### src/rtl/display_7seg_if.sv
// Signal bundle between the Hamming output multiplexer and the 2-digit seven-segment driver.
interface display_7seg_if;
  logic [3:0] s_mux;
  logic [1:0] e_mux;
  logic [6:0] seg;
  logic [1:0] an;
  logic       frame_tick;

  modport master (output s_mux, e_mux, input seg, an, frame_tick);
  modport slave  (input s_mux, e_mux, output seg, an, frame_tick);
endinterface

### src/rtl/display_7seg.sv
// Time-multiplexed 2-digit common-anode driver: hex nibble on digit 0, mode letter on digit 1.
// Inputs are shadowed once per frame; a mode change starts a frame-granular blink sequence.
module display_7seg #(
  parameter int unsigned REFRESH_DIV  = 50000,
  parameter int unsigned BLINK_FRAMES = 4
) (
  input logic            clk,
  input logic            rst,
  display_7seg_if.slave  bus
);

  localparam int unsigned CNT_W = (REFRESH_DIV > 1) ? $clog2(REFRESH_DIV) : 1;
  localparam int unsigned BLK_W = $clog2(BLINK_FRAMES + 1);

  typedef enum logic {
    SLOT_NIBBLE = 1'b0,
    SLOT_MODE   = 1'b1
  } slot_t;

  logic [CNT_W-1:0] ref_cnt_q, ref_cnt_d;
  slot_t            slot_q, slot_d;
  logic [3:0]       sh_dato_q, sh_dato_d;
  logic [1:0]       sh_modo_q, sh_modo_d;
  logic [BLK_W-1:0] blink_cnt_q, blink_cnt_d;
  logic [6:0]       seg_q, seg_d;
  logic [1:0]       an_q, an_d;
  logic             frame_tick_q, frame_tick_d;

  logic             term_cnt;
  logic             boundary;
  logic [6:0]       nib_seg;
  logic [6:0]       mode_seg;

  always_comb begin
    unique case (sh_dato_q)
      4'h0: nib_seg = 7'b1000000;
      4'h1: nib_seg = 7'b1111001;
      4'h2: nib_seg = 7'b0100100;
      4'h3: nib_seg = 7'b0110000;
      4'h4: nib_seg = 7'b0011001;
      4'h5: nib_seg = 7'b0010010;
      4'h6: nib_seg = 7'b0000010;
      4'h7: nib_seg = 7'b1111000;
      4'h8: nib_seg = 7'b0000000;
      4'h9: nib_seg = 7'b0010000;
      4'hA: nib_seg = 7'b0001000;
      4'hB: nib_seg = 7'b0000011;
      4'hC: nib_seg = 7'b1000110;
      4'hD: nib_seg = 7'b0100001;
      4'hE: nib_seg = 7'b0000110;
      default: nib_seg = 7'b0001110;
    endcase
  end

  always_comb begin
    unique case (sh_modo_q)
      2'b01:   mode_seg = 7'b1000110;
      2'b10:   mode_seg = 7'b0000110;
      2'b11:   mode_seg = 7'b0010010;
      default: mode_seg = 7'b0111111;
    endcase
  end

  always_comb begin
    term_cnt     = (ref_cnt_q == CNT_W'(REFRESH_DIV - 1));
    boundary     = term_cnt && (slot_q == SLOT_MODE);

    ref_cnt_d    = term_cnt ? '0 : ref_cnt_q + CNT_W'(1);
    slot_d       = term_cnt ? slot_t'(~slot_q) : slot_q;
    sh_dato_d    = boundary ? bus.s_mux : sh_dato_q;
    sh_modo_d    = boundary ? bus.e_mux : sh_modo_q;
    frame_tick_d = boundary;

    // Reload wins over decrement so a mode change mid-blink restarts the sequence.
    blink_cnt_d = blink_cnt_q;
    if (boundary) begin
      if (bus.e_mux != sh_modo_q)
        blink_cnt_d = BLK_W'(BLINK_FRAMES);
      else if (blink_cnt_q != '0)
        blink_cnt_d = blink_cnt_q - BLK_W'(1);
    end

    if (blink_cnt_q[0]) begin
      an_d  = 2'b11;
      seg_d = '1;
    end else if (slot_q == SLOT_NIBBLE) begin
      an_d  = 2'b10;
      seg_d = nib_seg;
    end else begin
      an_d  = 2'b01;
      seg_d = mode_seg;
    end
  end

  always_ff @(posedge clk or posedge rst) begin
    if (rst) begin
      ref_cnt_q    <= '0;
      slot_q       <= SLOT_NIBBLE;
      sh_dato_q    <= '0;
      sh_modo_q    <= '0;
      blink_cnt_q  <= '0;
      seg_q        <= '1;
      an_q         <= '1;
      frame_tick_q <= 1'b0;
    end else begin
      ref_cnt_q    <= ref_cnt_d;
      slot_q       <= slot_d;
      sh_dato_q    <= sh_dato_d;
      sh_modo_q    <= sh_modo_d;
      blink_cnt_q  <= blink_cnt_d;
      seg_q        <= seg_d;
      an_q         <= an_d;
      frame_tick_q <= frame_tick_d;
    end
  end

  assign bus.seg        = seg_q;
  assign bus.an         = an_q;
  assign bus.frame_tick = frame_tick_q;

endmodule

### src/flat_wrapper.sv
// flat-port wrapper written by rule: the top's interface ports become plain ports
module display_7seg_flat 
#(
  parameter int unsigned REFRESH_DIV  = 50000,
  parameter int unsigned BLINK_FRAMES = 4
)
  (clk, rst, bus_s_mux, bus_e_mux, bus_seg, bus_an, bus_frame_tick);
  display_7seg_if bus_i ();
  input logic clk;
  input logic rst;
  input wire logic [$bits(bus_i.s_mux)-1:0] bus_s_mux;
  input wire logic [$bits(bus_i.e_mux)-1:0] bus_e_mux;
  output wire logic [$bits(bus_i.seg)-1:0] bus_seg;
  output wire logic [$bits(bus_i.an)-1:0] bus_an;
  output wire logic [$bits(bus_i.frame_tick)-1:0] bus_frame_tick;
  assign bus_i.s_mux = bus_s_mux;
  assign bus_i.e_mux = bus_e_mux;
  assign bus_seg = bus_i.seg;
  assign bus_an = bus_i.an;
  assign bus_frame_tick = bus_i.frame_tick;
  display_7seg #(.REFRESH_DIV(REFRESH_DIV), .BLINK_FRAMES(BLINK_FRAMES)) u_core (.clk(clk), .rst(rst), .bus(bus_i));
endmodule
### config.mk
export PLATFORM = sky130hd
export DESIGN_NAME = display_7seg_flat
export DESIGN_NICKNAME = d
export VERILOG_FILES = /design/src/rtl/display_7seg_if.sv /design/src/rtl/display_7seg.sv /design/src/flat_wrapper.sv
export SDC_FILE = /design/constraint.sdc
export NUM_CORES = 1
export LEC_CHECK = 0
export ABC_CLOCK_PERIOD_IN_PS = 1600
export CORE_UTILIZATION = 51
export CTS_CLUSTER_DIAMETER = 100
export DETAILED_ROUTE_END_ITERATION = 8
export PLACE_DENSITY = 0.74
export SLEW_MARGIN = 20
export SYNTH_ARGS = -nofsm -noshare
export SYNTH_HDL_FRONTEND = slang
export SYNTH_SLANG_ARGS = --single-unit
### constraint.sdc
create_clock -name clk -period 1.6 [get_ports clk]
set_input_delay 0.32 -clock clk [delete_from_list [all_inputs] [get_ports clk]]
set_output_delay 0.32 -clock clk [all_outputs]
set_load 0.01 [all_outputs]
# [After elaboration in Yosys (flattened, before gate mapping)]
# Memories as Yosys holds them, arrays and structs flattened.
# Index checks and enable logic that the tools add are counted.
[word_totals] register_bits=36 mem_bits_ro=112 input_bits=8 output_inout_bits=10 word_cells=29 n_memories=1
[mem_list] name="(name not given)" words=16 width=7 rd=1 rd_ports_with_merged_regs=0 write_ports=0 line="display_7seg.sv:35" source="unique case (sh_dato_q)"
[op_classes] addsub=2 eq_ne=5 mux=8 bitwise_logic=1 reduce_logical=4
[ops] operator="case mux 7 bit (3 select lines)" count=1
[ops] operator="adder 16 x 1 -> 16 bit (second input constant)" count=1
[ops] operator="== test 16 bit (second input constant)" count=1
[ops] operator="2-to-1 mux 16 bit" count=1
[ops] operator="2-to-1 mux 7 bit" count=2
[ops] operator="2-to-1 mux 3 bit" count=2
[ops] operator="== test 2 bit (second input constant)" count=2
[ops] operator="2-to-1 mux 2 bit" count=2
[ops] operator="nonzero test 3 bit" count=1
[ops] operator="subtractor 3 x 1 -> 3 bit (second input constant)" count=1
[ops] operator="== test 2 x 1 -> 1 bit (second input constant)" count=1
[ops] operator="inequality test 2 bit" count=1
[ops] operator="AND reduction 2 bit" count=1
[ops] operator="nonzero test 2 bit" count=1
[ops] operator="logical AND 1 bit" count=1
[ops] operator="inverter 1 bit" count=1

# [Longest topological paths before layout]
# Gate-level depths: netlist of the first run.
[depth] depth_word=4 ltp_mapped=6 depth_no_buf=6

# [Least setup slack after synthesis of the first run]
# OpenSTA, ideal clock, no wires.
[synth_path] path_kind="register -> register" from="register u_core.ref_cnt_q[0]" to="register u_core.sh_dato_q[0]" setup_time_ns=0.125 t_arrival_ns=1.471 t_required_ns=1.475 path_slack_ns=0.004 path_stages_with_launch=6 path_buffers=1 period_less_slack_ns=1.596 cell_sequence="dfrtp_1 -> ha_1 -> and3_1 -> buf_2 -> nand4_1 -> mux2_2"
[synth_via] elab_chain_cells=2
[synth_lines] element="start: declaration" line="display_7seg.sv:20" source="logic [CNT_W-1:0] ref_cnt_q, ref_cnt_d;"
[synth_lines] element="start signal: assignment" line="display_7seg.sv:106" source="ref_cnt_q <= ref_cnt_d;"
[synth_lines] element="== test 16 bit" line="display_7seg.sv:65" source="term_cnt = (ref_cnt_q == CNT_W'(REFRESH_DIV - 1));"
[synth_lines] element="logical AND 1 bit" line="display_7seg.sv:66" source="boundary = term_cnt && (slot_q == SLOT_MODE);"
[synth_lines] element="end signal: assignment" line="display_7seg.sv:108" source="sh_dato_q <= sh_dato_d;"
[synth_lines] element="end: declaration" line="display_7seg.sv:22" source="logic [3:0] sh_dato_q, sh_dato_d;"
# Every way passes these cells.
# A chain may end at the register's enable or synchronous reset.

# [Final worst setup path of the first run]
[layout_path] from="register u_core.ref_cnt_q[10]" to="register u_core.blink_cnt_q[1]"
[layout_via] elab_chain_cells=3
[layout_lines] element="== test 16 bit" line="display_7seg.sv:65"
[layout_lines] element="logical AND 1 bit" line="display_7seg.sv:66"
[layout_lines] element="AND reduction 2 bit (no line)"
[layout_lines] element="end signal: assignment" line="display_7seg.sv:110" source="blink_cnt_q <= blink_cnt_d;"
[layout_lines] element="end: declaration" line="display_7seg.sv:24" source="logic [BLK_W-1:0] blink_cnt_q, blink_cnt_d;"
# Every way passes these cells.

==> reports/qor.txt, run 1 <==
FF+latch area: 912.1 um2
antenna-violating nets left: 0
CTS Buf Count: 5
CP Launch Type: flop
area of the multi-input gates: 993.5 um2
vias in the first global route: 1509
n_diodes: 0
top_reg_cell synth: dfrtp_1
vias: 1460
CTS tree: yes
routability-driven placement congestion ratio: 0.8505
CP Capture Type: flop
worst-margin pin slew: 0.4053 ns
Post-Synth XOR/XNOR Area: 7.287%
area leader, netlist: dfrtp_1
FF-to-FF path depth: 4
Area after DPL: 2283 um2
Pre-Repair DR Iteration Count: 5
post-synthesis mux area share: 5.725%
number of DRC markers in iteration 0: 112
post-synthesis compound-gate area fraction: 6.701%
Clk Latency, worst-skew pair: 0.29 ns
Die Area: 4020 um2
required time of the critical path: 1.82 ns
Mapped Area: 1923 um2
synth warn: 0
total routed wirelength: 3857 um
# DRC: 0
RSZ-0062 raised after global routing: yes
IO Port Bufs: 17
Die X: 63.41 um
Fmax: 0.6410 GHz
Layout Skew: 0.008158 ns
Clk pin slew, worst setup/hold paths: 0.07 ns
cts-stage hold buffer count: 0
worst r2r src: u_core.ref_cnt_q[10]$_DFF_PP0_
FILL cells: 268
layout cells sized above 1: 27.35%
Post-synth EDFFs: 0
largest cells by area after synthesis: dfrtp_1 35%, dfstp_2 12%, ha_1 8.5%
Syn Nets: 204
run status: finished clean
largest family of logic cells by synthesized area: simple AND/OR/NAND/NOR gates
min Tclk post-route: 1.560 ns
clock buffer depth: 2
Die Y: 63.41 um
pwr/cell area: 759.0 nW/um2
critical path fanouts, max: 4
Final HPWL DP: 2782 um
Post-Synthesis Cells: 183
Clock Sinks: 36
H-tree depth: 2
Max Slew Vio Count: 0
r2r setup slk: 0.04 ns
global-route wire length before repair: 6644 um
Pleak: 1.078 nW
Avg Cell Area, Syn: 10.51 um2
Synth cell types: 38
Async S/R FF share, synth: 100.0%
row cnt: 21
initial antenna violation count: 0
Remaining Overflow, GRT: 0
post-route clock period utilization: 97.51%
Synth Area in Adders: 8.458%
Max VDD drop: 649.0 uV
Seq/Total Area, Yosys: 47.43%
pin count of the biggest net entering global routing: 37
WS Path Type: reg -> reg
most frequent cells in the layout: 27 x dfrtp_1, 21 x buf_4, 14 x nor2_1
Final nets: 243
max-cap viol count: 0
P&R area growth vs syn: 26.74%
DR WL/cell: 14.34 um
clock root buffer: clkbuf_8
most common cell after layout, fill and taps aside: dfrtp_1
share of the synthesized area in the top cell type: 35.13%
Arr. time, crit path: 1.78 ns
vias per cell: 5.428
Post-Synth Simple-Gate Area: 20.88%
core area: 3468 um2
Initial Utilization: 55.45%
GRT Total Usage: 21.85%
RR Endpoint: u_core.blink_cnt_q[1]$_DFFE_PP0P_
Post-Route Setup TNS: 0 ns
post-synthesis register bit count: 36
io pins: 18
max_slew headroom: 72.98%
fin area: 2437 um2
setup violators final: 0
Final Hold Vio Count: 0
worst hold path class: in -> async
-- Yosys cell counts, types with 6 or more instances --
cell and number:
nand3_1 6, mux2_2 6, xnor2_1 11, nand2_1 13
nor2_1 14, nand4_1 6, o21ai_0 9, dfrtp_1 27
ha_1 13, inv_1 10, dfstp_2 9
-- how the worst max path moves through the flow --
stage / startpoint / to / slack, ns
global placement: bus_e_mux[1] / u_core.blink_cnt_q[1]$_DFFE_PP0P_ / -0.17
detailed placement: bus_e_mux[1] / u_core.blink_cnt_q[1]$_DFFE_PP0P_ / -0.25
finish: u_core.ref_cnt_q[10]$_DFF_PP0_ / u_core.blink_cnt_q[1]$_DFFE_PP0P_ / 0.04
global route: u_core.ref_cnt_q[10]$_DFF_PP0_ / u_core.blink_cnt_q[1]$_DFFE_PP0P_ / -0.05
CTS: u_core.ref_cnt_q[12]$_DFF_PP0_ / u_core.blink_cnt_q[1]$_DFFE_PP0P_ / 0.001
floorplan: u_core.ref_cnt_q[0]$_DFF_PP0_ / u_core.sh_dato_q[0]$_DFFE_PP0P_ / 0.004
-- cell type report --
cell class / count / area share, %
multi-input cells: 130 / 40.76
flip-flops and latches: 36 / 37.42
repair buffers: 39 / 13.81
clock buffers: 8 / 4.107
well taps: 46 / 2.361
inverters: 10 / 1.540
-- flip-flops by register name (all words and copies together) (netlist names) --
name and count:
u_core.sh_modo_q 2, u_core.slot_q 1, u_core.sh_dato_q 4, u_core.bus.seg 7
u_core.ref_cnt_q 16, u_core.bus.an 2, u_core.blink_cnt_q 3, u_core.bus.frame_tick 1
-- cell families after synthesis --
| family | Yosys count |
|---|---|
| adders and majority gates | 13 |
| DFF | 36 |
| and+or+nand+nor | 70 |
| xor gates and xnor gates | 16 |
| buffers and inverters | 17 |
| muxes | 9 |
| AOI/OAI and AO/OA | 22 |
-- per-layer routing --
| layer | GRT usage (%) | part of all wire [%] | vias up | routed length, um |
|---|---|---|---|---|
| li1 | - | - | 706 | - |
| met1 | 25.39 | 43 | 725 | 1650 |
| met2 | 38.70 | 52 | 22 | 2020 |
| met3 | 4.891 | 3.2 | 7 | 122 |
| met4 | 8.523 | 1.6 | 0 | 63 |
| met5 | 0 | 0 | - | 0 |
-- per-stage QoR --
stage / instances / setup slack, ns / hold slack, ns / util, % / power [mW]
global placement: 259 / -0.1731 / 0.4990 / 65.84 / 1.176
floorplan: 183 / 0.003910 / 0.4547 / - / 1.089
detailed placement: 259 / -0.2467 / 0.5145 / 65.84 / 1.184
finish: 269 / 0.03989 / 0.3853 / 70.27 / 1.850
global route: 269 / -0.04553 / 0.4185 / 70.27 / 1.937
CTS: 268 / 0.001208 / 0.3883 / 69.08 / 1.870
-- repair_timing --
item                                    4_1_cts  5_1_grt
endpoints found under the setup margin       10       17
resized for setup                            14        8
cloned                                        0        0
buffers inserted                              1        1
pin swaps                                     2        5
-- power breakdown --
| part | leakage [nW] | switching, mW | internal, mW |
|---|---|---|---|
| clock | 0.0515 | 0.304 | 0.393 |
| sequential | 0.436 | 0.0200 | 0.953 |
| combinational | 0.591 | 0.0897 | 0.0900 |
-- worst max-delay path, stage by stage, from the launching register on --
cell and delay, ns:
dfrtp_1 0.41, nor4b_4 0.38, nand4_2 0.16, or3_4 0.41
o21ai_2 0.13
No activity file was read; power rests on OpenSTA's default activity.
==> inputs of run 2 (changes only) <==
Settings changed: REMOVE_ABC_BUFFERS from default to 1.
==> reports/qor.txt, run 2 (synthesis results as in run 1) <==
min Tclk post-route: 1.566 ns
setup violators final: 0
Max Slew Vio Count: 0
clock buffer depth: 2
critical path fanouts, max: 3
FILL cells: 274
CP Capture Type: flop
pin count of the biggest net entering global routing: 28
required time of the critical path: 1.82 ns
Initial Utilization: 55.45%
RR Endpoint: u_core.blink_cnt_q[1]$_DFFE_PP0P_
most flop-heavy register: u_core.ref_cnt_q
routability-driven placement congestion ratio: 0.9062
Layout Skew: 0.01285 ns
most frequent cells in the layout: 25 x dfrtp_1, 19 x buf_4, 14 x nor2_1
vias per cell: 5.388
Fmax: 0.6386 GHz
io pins: 18
CTS tree: yes
r2r setup slk: 0.03 ns
Pre-Repair DR Iteration Count: 4
worst hold margin: 0.5268 ns
max_slew headroom: 72.08%
total routed wirelength: 3725 um
Post-Route Setup TNS: 0 ns
antenna-violating nets left: 0
vias in the first global route: 1485
Die Y: 63.41 um
Final HPWL DP: 2648 um
n_diodes: 0
worst r2r src: u_core.ref_cnt_q[1]$_DFF_PP0_
global-route wire length before repair: 6693 um
CP max stage delay: 0.41 ns
number of DRC markers in iteration 0: 56
Die X: 63.41 um
pwr/cell area: 766.8 nW/um2
vias: 1444
GRT Total Usage: 22.05%
# DRC: 0
Final Hold Vio Count: 0
HP Start: u_core.blink_cnt_q[1]$_DFFE_PP0P_
row cnt: 21
most common cell after layout, fill and taps aside: dfrtp_1
IO Port Bufs: 17
Clock Sinks: 36
worst hold path class: reg -> reg
WS Path Type: reg -> reg
hold path endpoint: u_core.blink_cnt_q[1]$_DFFE_PP0P_
max FFs per register: 16
H-tree depth: 2
CTS Buf Count: 5
RSZ-0062 raised after global routing: yes
Max VDD drop: 632.0 uV
worst path bufs/invs: 0
layout cells sized above 1: 26.58%
Clk pin slew, worst setup/hold paths: 0.07 ns
CP Cell Sequence: ha_2, and3_1, nand4_2, or3_4, o21ai_2
post-route clock period utilization: 97.86%
Clk Latency, worst-skew pair: 0.29 ns
Arr. time, crit path: 1.78 ns
run status: finished clean
core area: 3468 um2
DR WL/cell: 13.90 um
Post-Layout Cell Count: 268
Pleak: 1.077 nW
Final nets: 242
worst-margin pin slew: 0.4188 ns
final core occ: 69.55%
Cells after DPL: 257
Final Worst Setup Slack: 0.03417 ns
Hold Path Depth: 2
clock root buffer: clkbuf_8
initial antenna violation count: 0
max-cap viol count: 0
FF-to-FF path depth: 5
Die Area: 4020 um2
P&R area growth vs syn: 25.44%
Slowest-stage cell, CP: or3_4
Remaining Overflow, GRT: 0
CP Launch Type: flop
pre-CTS setup slack: -0.2059 ns
cell family with most CP delay: simple AND/OR/NAND/NOR gates
-- run 2: cell types whose count changed in the layout (fill, tap and decap cells not counted), sizes merged --
cell / delta
buf: -1
-- run 2: worst reg2reg max path, cell delays in order, from the launching register on --
cell and delay, ns:
dfrtp_1 0.40, ha_2 0.23, and3_1 0.22, nand4_2 0.13, or3_4 0.41, o21ai_2 0.11
-- run 2: per-layer routing --
| layer | track usage [%] | routed length, um | up-vias |
|---|---|---|---|
| met4 | 9.659 | 93 | 0 |
| met2 | 34.44 | 1736 | 31 |
| met1 | 28.44 | 1748 | 698 |
| li1 | - | - | 706 |
| met3 | 6.159 | 146 | 9 |
| met5 | 0 | 0 | - |
-- run 2: layout make-up --
class	count	area [um2]	share of cell area, %
multi-input cells	130	969.7	40.20
flip-flops and latches	36	914.6	37.91
repair buffers	38	332.8	13.80
clock buffers	8	100.1	4.149
well taps	46	57.56	2.386
inverters	10	37.54	1.556
-- run 2: timing repair --
item / in CTS / in global routing
resized for setup: 9 / 13
gates cloned: 0 / 0
buffers inserted: 0 / 3
setup endpoints to repair: 9 / 15
hold buffers: 0 / 0
pin swaps: 0 / 5
-- run 2: metrics by stage --
step	total power [mW]	area, um2
after floorplan	1.088	1893
after global placement	1.175	2268
after detailed placement	1.183	2268
after CTS	1.867	2357
after global routing	1.941	2412
final	1.850	2412
-- run 2: worst max-delay path by stage --
stage,startpoint,to,depth (start not counted)
after floorplan,u_core.ref_cnt_q[0]$_DFF_PP0_,u_core.blink_cnt_q[0]$_DFFE_PP0P_,5
after global placement,bus_e_mux[1],u_core.blink_cnt_q[0]$_DFFE_PP0P_,5
after detailed placement,bus_e_mux[0],u_core.blink_cnt_q[1]$_DFFE_PP0P_,5
after CTS,u_core.ref_cnt_q[1]$_DFF_PP0_,u_core.blink_cnt_q[1]$_DFFE_PP0P_,5
after global routing,u_core.ref_cnt_q[12]$_DFF_PP0_,u_core.blink_cnt_q[0]$_DFFE_PP0P_,4
final,u_core.ref_cnt_q[1]$_DFF_PP0_,u_core.blink_cnt_q[1]$_DFFE_PP0P_,5
-- run 2: power breakdown --
group | leakage (nW) | switching [mW] | internal (mW)
Combinational | 0.592 | 0.0886 | 0.0918
Clock | 0.0515 | 0.302 | 0.393
Sequential | 0.433 | 0.0214 | 0.953
